--- src/rtl/golden_epoch_arbiter.sv ---
// Registered two-input flit arbiter: golden-packet priority for forward progress,
// round-robin among non-golden contenders, plus the epoch counter that advances golden_id.
module golden_epoch_arbiter #(
  parameter int FLIT_W    = 32,
  parameter int PKT_LSB   = 8,
  parameter int PKT_W     = 8,
  parameter int SEQ_LSB   = 0,
  parameter int SEQ_W     = 4,
  parameter int EPOCH_LEN = 64
) (
  input  logic              clk,
  input  logic              rst,
  input  logic              in0_valid,
  input  logic [FLIT_W-1:0] in0_flit,
  output logic              in0_ready,
  input  logic              in1_valid,
  input  logic [FLIT_W-1:0] in1_flit,
  output logic              in1_ready,
  output logic              out_valid,
  output logic [FLIT_W-1:0] out_flit,
  input  logic              out_ready,
  output logic [PKT_W-1:0]  golden_id
);

  localparam int CNT_W = $clog2(EPOCH_LEN);

  logic              out_valid_q, out_valid_d;
  logic [FLIT_W-1:0] out_flit_q, out_flit_d;
  logic              rr_q, rr_d;
  logic [CNT_W-1:0]  epoch_cnt_q, epoch_cnt_d;
  logic [PKT_W-1:0]  golden_id_q, golden_id_d;

  logic             load, contend, gold0, gold1, pick1, grant0, grant1;
  logic [SEQ_W-1:0] seq0, seq1;

  always_comb begin
    load    = !out_valid_q || out_ready;
    contend = in0_valid && in1_valid;
    gold0   = (in0_flit[PKT_LSB +: PKT_W] == golden_id_q);
    gold1   = (in1_flit[PKT_LSB +: PKT_W] == golden_id_q);
    seq0    = in0_flit[SEQ_LSB +: SEQ_W];
    seq1    = in1_flit[SEQ_LSB +: SEQ_W];

    pick1 = in1_valid;
    if (contend) begin
      if (gold0 != gold1) begin
        pick1 = gold1;
      end else if (gold0) begin
        pick1 = (seq1 < seq0);
      end else begin
        pick1 = rr_q;
      end
    end

    // Grants are suppressed while reset is held so nothing is consumed upstream.
    grant0 = !rst && load && in0_valid && !pick1;
    grant1 = !rst && load && in1_valid && pick1;

    out_valid_d = load ? (grant0 || grant1) : out_valid_q;
    out_flit_d  = out_flit_q;
    if (grant1) begin
      out_flit_d = in1_flit;
    end else if (grant0) begin
      out_flit_d = in0_flit;
    end

    rr_d = rr_q;
    if (contend && !gold0 && !gold1 && (grant0 || grant1)) begin
      rr_d = !rr_q;
    end

    // Epoch wrap is free-running and never waits on traffic.
    epoch_cnt_d = epoch_cnt_q + CNT_W'(1);
    golden_id_d = golden_id_q;
    if (epoch_cnt_q == CNT_W'(EPOCH_LEN - 1)) begin
      epoch_cnt_d = '0;
      golden_id_d = golden_id_q + PKT_W'(1);
    end
  end

  always_ff @(posedge clk or posedge rst) begin
    if (rst) begin
      out_valid_q <= 1'b0;
      out_flit_q  <= '0;
      rr_q        <= 1'b0;
      epoch_cnt_q <= '0;
      golden_id_q <= '0;
    end else begin
      out_valid_q <= out_valid_d;
      out_flit_q  <= out_flit_d;
      rr_q        <= rr_d;
      epoch_cnt_q <= epoch_cnt_d;
      golden_id_q <= golden_id_d;
    end
  end

  assign in0_ready = grant0;
  assign in1_ready = grant1;
  assign out_valid = out_valid_q;
  assign out_flit  = out_flit_q;
  assign golden_id = golden_id_q;

endmodule
--- config.mk ---
export PLATFORM = sky130hd
export DESIGN_NAME = golden_epoch_arbiter
export DESIGN_NICKNAME = d
export VERILOG_FILES = /design/src/rtl/golden_epoch_arbiter.sv
export SDC_FILE = /design/constraint.sdc
export NUM_CORES = 1
export LEC_CHECK = 0
export CELL_PAD_IN_SITES_DETAIL_PLACEMENT = 2
export CELL_PAD_IN_SITES_GLOBAL_PLACEMENT = 2
export CORE_MARGIN = 4
export CORE_UTILIZATION = 29
export CTS_CLUSTER_SIZE = 14
export DETAILED_ROUTE_END_ITERATION = 10
export PLACE_DENSITY = 0.86
export SLEW_MARGIN = 20
export SYNTH_ARGS = -nofsm -noshare
export SYNTH_HDL_FRONTEND = slang
export SYNTH_SLANG_ARGS = --single-unit
--- constraint.sdc ---
create_clock -name clk -period 6.2 [get_ports clk]
set_input_delay 1.24 -clock clk [delete_from_list [all_inputs] [get_ports clk]]
set_output_delay 1.24 -clock clk [all_outputs]
set_load 0.005 [all_outputs]
==> results.py, run 1 <==
metrics = {
    "outcome": {
        "run_status": "complete, no violations",
    },
    "pwr": {
        "pwr_density_cell_nw_per_um2": 265,
        "power_frac_seq": 0.393,
        "power_frac_comb": 0.393,
        "p_int_mw": 0.777,
        "p_leak_nw": 1.56,
        "peakVddDrop_uv": 105,
        "p_switching_mw": 0.318,
        "p_sw_frac": 0.290,
        "clkPwrFrac": 0.214,
    },
    "yosys": {
        "synth_top_area_cell": "dfrtp_1",
        "syn_nets": 317,
        "synth_top_family_by_area": "compound AO/OA/AOI/OAI gates",
        "synthCells": 243,
        "synth_warnings": 0,
        "synth_simple_gate_area_share": 0.0973,
        "synthXorXnorAreaFrac": 0.0832,
        "syn_area_sq_um": 2840,
        "ys_seq_elements": 48,
        "yosys-mux-area-fraction": 0.00396,
        "synth-compound-area-share": 0.318,
        "avgSynthCellArea_sq_um": 11.7,
        "synthArstFlopShare": 1.00,
        "ys.flop_type": "dfrtp_1",
        "synth_edf_count": 0,
        "seq_area_frac_synth": 0.423,
        "synth_area_leaders": "dfrtp_1 42%, o221a_2 11%, o22a_1 8.3%",
        "synth_top_area_share": 0.423,
        "synth_cell_types": 41,
        "synth_fa_ha_area_frac": 0.0220,
    },
    "cts": {
        "cts_max_level": 2,
        "cts_resized": 0,
        "cts_hold_buf": 0,
        "cts_made_buffers": 5,
        "cts_root_buffer": "clkbuf_8",
        "postCtsSetupBuffers": 0,
        "max-clock-path-buffers": 2,
        "clk_pin_slew_ps": 90,
        "cts.sink_count": 48,
        "cts_tree": "done",
        "insertion_delay_ps": 310,
    },
    "routing": {
        "initialDrtViolationCount": 75,
        "route.detailed.drc": 0,
        "num_vias": 2587,
        "via_per_inst": 5.43,
        "drtAntennaViolNets": 0,
        "dr.pass1.iters": 4,
        "routed_wl_um": 10600,
        "wl_per_cell_um": 22.3,
    },
    "floorplan": {
        "rows": 35,
        "initial_core_util": 0.303,
        "pin_count": 112,
        "die_h_um": 107,
        "core_sq_um": 9370,
        "fp.dieW_um": 107,
        "dieArea_sq_um": 11400,
    },
    "sta": {
        "setup_viol_count_final": 0,
        "slew_violations": 0,
        "max_freq_ghz": 0.188,
        "maxSlewHeadroom": 0.287,
        "final_hold_viol_count": 0,
        "fin_tns_setup_ps": 0,
        "finClkSkew_ps": 9.90,
        "timing.final.crit_share": 0.859,
        "fin_crit_ps": 5320,
        "rsz0062_at_grt": "no",
        "hold_ws_ps": 507,
        "worst_slew_pin_slew_ps": 1070,
    },
    "global_route": {
        "grt_max_degree": 52,
        "antenna_found_initial": 0,
        "grt_pass1_vias": 3065,
        "grt_pass1_wl_um": 17100,
        "gr-total-overflow": 0,
        "track_usage": 0.190,
    },
    "cells_and_area": {
        "layout.nets": 420,
        "synthToLayoutAreaGrowth_pct": 45.1,
        "drive_gt1_frac": 0.173,
        "finalCoreUtilization": 0.440,
        "layout_commonest_cell": "clkdlybuf4s50_1",
        "n_antenna_cell": 0,
        "layout_common_cells": "111 x clkdlybuf4s50_1, 48 x dfrtp_1, 29 x o221a_2, 27 x o22a_1, 15 x xnor2_1",
    },
    "min_path": {
        "hold_start": "epoch_cnt_q[4]",
        "hp-class": "flip-flop to flip-flop",
    },
    "worst_setup_path": {
        "timing.setup.critical_path_class": "primary input to output pin",
        "worstSetupEndpointType": "output pin",
        "cp-start-kind": "primary input",
        "startpoint": "in1_flit[11]",
        "cp_data_arrival_time_ps": 4080,
        "r2r-start": "golden_id[5]",
        "crit_required_ps": 4960,
        "crit_path_max_fanout": 22,
    },
    "place": {
        "gp_congestion": 0.750,
        "io_buffer_count": 111,
        "hpwlAfterDp_um": 7810,
    },
    "flow_run": {
        "maxCapViolCount": 0,
    },
}
-- kinds of logic after synthesis --
kind of cell,after synthesis
XOR/XNOR,27
AO/OA/AOI/OAI,91
adder cells (fa/ha/maj),5
multiplexers,1
flip-flops,48
AND/OR/NAND/NOR,46
buffers and inverters,25
-- metal layers --
layer | track usage | routed length (um) | up-vias | share of wire
met5 | 0 | 0 | - | 0
met4 | 0.0447 | 106 | 0 | 0.010
met3 | 0.0367 | 460 | 9 | 0.043
met2 | 0.348 | 5600 | 75 | 0.53
met1 | 0.229 | 4470 | 1331 | 0.42
li1 | - | - | 1172 | -
-- worst max-delay path, stage by stage --
cell and delay, ps:
clkdlybuf4s50_1 480, xor2_1 190, nor4_4 460, a21oi_2 190, o311ai_4 930, inv_1 100
clkdlybuf4s50_1 480
-- power groups by stage --
| stage | Sequential (mW) | Clock [mW] | Combinational, mW |
|---|---|---|---|
| after floorplan | 0.429 | 0 | 0.202 |
| after global placement | 0.430 | 0 | 0.416 |
| after detailed placement | 0.437 | 0 | 0.433 |
| after CTS | 0.431 | 0.242 | 0.436 |
| after global routing | 0.439 | 0.257 | 0.464 |
| final | 0.430 | 0.234 | 0.430 |
-- cells in the mapped netlist, drive strengths merged (2+ instances only) --
library cell and number:
a2111oi 2, a211oi 2, a21oi 5, and3 2
buf 9, clkbuf 8, dfrtp 48, ha 5
inv 8, nand2 3, nand3 9, nand4 4
nor2 10, nor4 2, o211ai 2, o21a 2
o21ai 2, o221a 41, o22a 29, or2 10
xnor2 15, xor2 12
-- path summary, 6_finish.rpt --
check,cells past startpoint,slack (ps),to
setup / recovery,7,880,in0_ready
hold / removal,1,510,epoch_cnt_q[4]
setup reg to reg,5,3460,out_flit[26]
hold reg to reg,1,510,epoch_cnt_q[4]
max in group asynchronous,3,4240,epoch_cnt_q[3]
min in group asynchronous,3,1520,out_valid
-- flip-flops by register name (all words and copies together) (netlist names) --
signal       cells
epoch_cnt_q      6
rr_q             1
golden_id        8
out_flit        32
out_valid        1
-- area by class of cell --
type                       count  area (sq um)
clock buffer                   6          72.6
multi-input combinational    170          1500
fill                         984          5250
inverter                       8          30.0
timing repair buffer         113          1130
tap                          129           161
clock inverter                 2          35.0
sequential                    48          1200
-- through the flow --
step	worst slack (ps)	power [mW]	cells	area, sq um
6_report	875	1.09	476	4120
5_1_grt	633	1.16	476	4120
3_3_place_gp	907	0.846	468	4010
4_1_cts	856	1.11	476	4120
3_5_place_dp	879	0.870	468	4010
2_1_floorplan	1760	0.631	243	2840
Note: power is estimated with default switching activity, not from simulation.
==> run 2, diff against run 1 <==
--- a/config.mk
+++ b/config.mk
@@ -7,7 +7,7 @@
 export LEC_CHECK = 0
 export CELL_PAD_IN_SITES_DETAIL_PLACEMENT = 2
 export CELL_PAD_IN_SITES_GLOBAL_PLACEMENT = 2
-export CORE_MARGIN = 4
+export CORE_MARGIN = 5
 export CORE_UTILIZATION = 29
 export CTS_CLUSTER_SIZE = 14
 export DETAILED_ROUTE_END_ITERATION = 10
==> results.py, run 2 (synthesis results as in run 1) <==
metrics = {
    "worst_setup_path": {
        "crit_required_ps": 4960,
        "r2r_slack_ps": 3410,
        "worstSetupEndpointType": "output pin",
        "r2r_cells": 5,
        "cp-start-kind": "primary input",
        "crit_top_cell": "clkdlybuf4s50_1",
        "cp_data_arrival_time_ps": 4140,
        "timing.setup.critical_path_class": "primary input to output pin",
        "crit_path_max_fanout": 22,
        "r2r-start": "golden_id[0]",
        "r2r_end": "out_flit[25]",
        "crit_slowest_cell": "o311ai_4",
        "path_cells": "clkdlybuf4s50_1 -> xor2_1 -> nor4_4 -> a21oi_2 -> o311ai_4 -> inv_1 -> clkdlybuf4s50_1",
        "slowest_delay_ps": 950,
    },
    "routing": {
        "dr.pass1.iters": 4,
        "via_per_inst": 5.32,
        "initialDrtViolationCount": 70,
        "routed_wl_um": 10700,
        "route.detailed.drc": 0,
        "wl_met2_um": 5590,
        "dr_wl_met3_um": 461,
        "top_layer": "met4",
        "routedLengthMet1_um": 4500,
        "wl_per_cell_um": 22.1,
        "num_vias": 2563,
        "drtAntennaViolNets": 0,
    },
    "pwr": {
        "finalPower_mw": 1.10,
        "p_leak_nw": 1.57,
        "peakVddDrop_uv": 109,
        "pwr_density_cell_nw_per_um2": 265,
    },
    "place": {
        "gp_congestion": 0.756,
        "hpwlAfterDp_um": 7830,
        "io_buffer_count": 111,
    },
    "min_path": {
        "hold_depth": 1,
        "hp-class": "flip-flop to flip-flop",
        "holdPathEnd": "epoch_cnt_q[5]",
        "hold_start": "epoch_cnt_q[5]",
    },
    "sta": {
        "rsz0062_at_grt": "no",
        "maxSlewHeadroom": 0.273,
        "timing.final.crit_share": 0.868,
        "slew_violations": 0,
        "final_hold_viol_count": 0,
        "worst_slew_pin_slew_ps": 1090,
        "setup_viol_count_final": 0,
        "fin_crit_ps": 5380,
        "finClkSkew_ps": 5.00,
        "fin_tns_setup_ps": 0,
        "max_freq_ghz": 0.186,
        "hold_ws_ps": 499,
    },
    "floorplan": {
        "initial_core_util": 0.293,
        "die_h_um": 109,
        "core_sq_um": 9680,
        "rows": 36,
        "fp.dieW_um": 109,
        "dieArea_sq_um": 11900,
        "pin_count": 112,
    },
    "outcome": {
        "run_status": "complete, no violations",
    },
    "cts": {
        "cts_made_buffers": 5,
        "max-clock-path-buffers": 2,
        "insertion_delay_ps": 310,
        "clk_pin_slew_ps": 100,
        "cts_tree": "done",
        "cts_hold_buf": 0,
        "cts.sink_count": 48,
        "cts_root_buffer": "clkbuf_8",
        "cts_resized": 0,
        "cts_max_level": 2,
        "postCtsSetupBuffers": 0,
    },
    "global_route": {
        "track_usage": 0.186,
        "grt_max_degree": 52,
        "grt_pass1_wl_um": 17100,
        "gr-total-overflow": 0,
        "grt_pass1_vias": 3043,
        "antenna_found_initial": 0,
    },
    "cells_and_area": {
        "layout_commonest_cell": "clkdlybuf4s50_1",
        "largest_register_ffs": 32,
        "n_antenna_cell": 0,
        "layout_common_cells": "111 x clkdlybuf4s50_1, 48 x dfrtp_1, 29 x o221a_2, 27 x o22a_1, 15 x xnor2_1",
        "synthToLayoutAreaGrowth_pct": 45.9,
        "layout.nets": 422,
        "drive_gt1_frac": 0.181,
    },
    "flow_run": {
        "maxCapViolCount": 0,
    },
}
==> run 2: cell types whose count changed in the layout (fill, tap and decap cells not counted), sizes merged <==
cell / before / now
buf: 2 / 4
clkbuf: 6 / 5
clkinv: 1 / 0
clkinvlp: 0 / 1
inv: 8 / 9
==> run 2: worst max-delay path by stage <==
stage / from / endpoint / slack [ps] / cells after the start
final: in1_flit[11] / in0_ready / 820 / 7
after global routing: in1_flit[11] / in0_ready / 620 / 7
after CTS: in1_flit[11] / in0_ready / 770 / 7
after detailed placement: in1_flit[13] / in0_ready / 850 / 7
after global placement: in1_flit[11] / in0_ready / 930 / 7
after floorplan: rst / in0_ready / 1760 / 6
==> run 2: per-layer routing <==
metal	vias up	track usage
met2	65	0.334
met3	9	0.0367
met1	1312	0.229
met4	0	0.0406
met5	-	0
li1	1177	-
==> run 2: report_power, final <==
part / internal (mW) / leakage, nW / switching (mW)
Combinational: 0.278 / 0.948 / 0.151
Clock: 0.122 / 0.0548 / 0.123
Sequential: 0.379 / 0.566 / 0.0479
==> run 2: layout make-up <==
cell class	instances	area, sq um
Tap cell	133	166
Fill cell	1011	5540
Multi-Input combinational cell	170	1490
Clock buffer	5	68.8
Inverter	8	30.0
Clock inverter	3	46.3
Sequential cell	48	1200
Timing Repair Buffer	115	1140
==> run 2: stage by stage <==
step                      utilization  worst slack, ps  std cells  area (sq um)
after floorplan                     -             1760        243          2840
after global placement          0.416              926        474          4030
after detailed placement        0.416              849        474          4030
after CTS                       0.428              774        482          4150
after global routing            0.428              617        482          4150
final                           0.428              819        482          4150
==> run 2: critical path, delay by kind of cell <==
family                 cells  cell delay [ps]
AND/OR/NAND/NOR            1              500
XOR/XNOR                   1              220
buffers and inverters      3             1040
AO/OA/AOI/OAI              2             1130
==> run 3, diff against run 2 <==
--- a/config.mk
+++ b/config.mk
@@ -5,6 +5,7 @@
 export SDC_FILE = /design/constraint.sdc
 export NUM_CORES = 1
 export LEC_CHECK = 0
+export ABC_CLOCK_PERIOD_IN_PS = 6200
 export CELL_PAD_IN_SITES_DETAIL_PLACEMENT = 2
 export CELL_PAD_IN_SITES_GLOBAL_PLACEMENT = 2
 export CORE_MARGIN = 5
@@ -12,7 +13,8 @@
 export CTS_CLUSTER_SIZE = 14
 export DETAILED_ROUTE_END_ITERATION = 10
 export PLACE_DENSITY = 0.86
-export SLEW_MARGIN = 20
+export SKIP_CTS_REPAIR_TIMING = 1
+export SLEW_MARGIN = 25
 export SYNTH_ARGS = -nofsm -noshare
 export SYNTH_HDL_FRONTEND = slang
 export SYNTH_SLANG_ARGS = --single-unit
==> results.py, run 3 (synthesis results as in run 1) <==
metrics = {
    "routing": {
        "drtAntennaViolNets": 0,
        "num_vias": 2562,
        "dr.pass1.iters": 4,
        "via_per_inst": 5.30,
        "route.detailed.drc": 0,
        "initialDrtViolationCount": 95,
        "routed_wl_um": 10600,
        "wl_per_cell_um": 22.0,
    },
    "worst_setup_path": {
        "slowest_delay_ps": 590,
        "path_cells": "clkdlybuf4s50_1 -> xor2_1 -> nor4_4 -> a21oi_2 -> o311ai_4 -> buf_8 -> inv_1 -> clkdlybuf4s50_1",
        "crit_required_ps": 4960,
        "crit_path_max_fanout": 14,
        "cp_data_arrival_time_ps": 3940,
        "cp-start-kind": "primary input",
        "cp_top_family": "buffers and inverters",
        "path_buf_inv": 4,
        "timing.setup.critical_path_class": "primary input to output pin",
        "crit_slowest_cell": "o311ai_4",
        "worstSetupEndpointType": "output pin",
        "crit_top_cell": "clkdlybuf4s50_1",
    },
    "sta": {
        "fin_crit_ps": 5180,
        "setup_viol_count_final": 0,
        "fin_tns_setup_ps": 0,
        "worst_slew_pin_slew_ps": 725,
        "maxSlewHeadroom": 0.517,
        "timing.final.crit_share": 0.835,
        "slew_violations": 0,
        "rsz0062_at_grt": "no",
        "hold_ws_ps": 492,
        "finClkSkew_ps": 9.29,
        "max_freq_ghz": 0.193,
        "final_hold_viol_count": 0,
    },
    "place": {
        "placedCellCount": 474,
        "hpwlAfterDp_um": 7800,
        "gp_congestion": 0.756,
        "placed_area_sq_um": 4040,
        "io_buffer_count": 111,
    },
    "cells_and_area": {
        "layout_common_cells": "111 x clkdlybuf4s50_1, 48 x dfrtp_1, 29 x o221a_2, 27 x o22a_1, 15 x xnor2_1",
        "largest_register_ffs": 32,
        "layout.nets": 423,
        "design_area_sq_um": 4190,
        "layout_commonest_cell": "clkdlybuf4s50_1",
        "synthToLayoutAreaGrowth_pct": 47.4,
        "drive_gt1_frac": 0.183,
        "n_antenna_cell": 0,
        "fillers": 1018,
        "instances_no_fill": 483,
    },
    "cts": {
        "insertion_delay_ps": 310,
        "max-clock-path-buffers": 2,
        "clk_pin_slew_ps": 100,
        "cts_tree": "done",
        "cts_max_level": 2,
        "cts_root_buffer": "clkbuf_8",
        "cts.sink_count": 48,
        "cts_made_buffers": 5,
    },
    "global_route": {
        "grt_pass1_wl_um": 17100,
        "grt_max_degree": 52,
        "track_usage": 0.187,
        "antenna_found_initial": 0,
        "gr-total-overflow": 0,
        "grt_pass1_vias": 3032,
    },
    "pwr": {
        "peakVddDrop_uv": 136,
        "finalPower_mw": 1.14,
        "p_leak_nw": 1.59,
        "pwr_density_cell_nw_per_um2": 272,
    },
    "floorplan": {
        "rows": 36,
        "fp.dieW_um": 109,
        "dieArea_sq_um": 11900,
        "core_sq_um": 9680,
        "initial_core_util": 0.293,
        "die_h_um": 109,
        "pin_count": 112,
    },
    "flow_run": {
        "maxCapViolCount": 0,
    },
    "min_path": {
        "hp-class": "flip-flop to flip-flop",
    },
    "outcome": {
        "run_status": "complete, no violations",
    },
}
run 3: cell count changes in the layout (fill, tap and decap cells not counted):
cell | previous run | this run
bufinv_16 | 1 | 2
nor2b_4 | 0 | 1
nor2b_2 | 1 | 0
buf_8 | 0 | 1
clkinvlp_4 | 1 | 0
run 3: through the flow:
step	setup slack [ps]	util
final	1020	0.433
after global routing	840	0.433
after CTS	760	0.431
after detailed placement	834	0.417
after global placement	926	0.416
after floorplan	1760	-
run 3: path summary, 6_finish.rpt:
path | start | end | slack, ps | cells after the start
worst max-delay path | in1_flit[11] | in0_ready | 1020 | 8
worst min-delay path | epoch_cnt_q[4] | epoch_cnt_q[4] | 490 | 1
worst max register to register | golden_id[0] | out_flit[18] | 3690 | 6
worst min register to register | epoch_cnt_q[4] | epoch_cnt_q[4] | 490 | 1
max in group asynchronous | rst | out_flit[0] | 4260 | 3
min in group asynchronous | rst | out_flit[4] | 1490 | 3
run 3: where the power goes:
part           total [mW]  switching, mW  leakage, nW  internal, mW
Combinational       0.431          0.151        0.959         0.280
Sequential          0.427         0.0475        0.566         0.379
Clock               0.281          0.119       0.0687         0.163
run 3: worst reg2reg max path: stages (launching register included):
cell and delay [ps]:
dfrtp_1 530, xor2_1 250, nor4_4 470, a21oi_2 180
o311ai_4 590, buf_8 230, o221a_2 210
run 3: cell type report:
| cell class | instances | area, sq um | area share |
|---|---|---|---|
| clock buffers | 5 | 68.8 | 0.0164 |
| well taps | 133 | 166 | 0.0397 |
| multi-input cells | 170 | 1500 | 0.358 |
| flip-flops and latches | 48 | 1200 | 0.287 |
| inverters | 8 | 30.0 | 0.00717 |
| clock inverters | 3 | 68.8 | 0.0164 |
| repair buffers | 116 | 1160 | 0.276 |
run 3: layer usage:
| layer | up-vias | share of wire | GRT usage |
|---|---|---|---|
| li1 | 1177 | - | - |
| met1 | 1317 | 0.41 | 0.231 |
| met2 | 64 | 0.54 | 0.340 |
| met3 | 4 | 0.040 | 0.0385 |
| met4 | 0 | 0.0040 | 0.0261 |
| met5 | - | 0 | 0 |
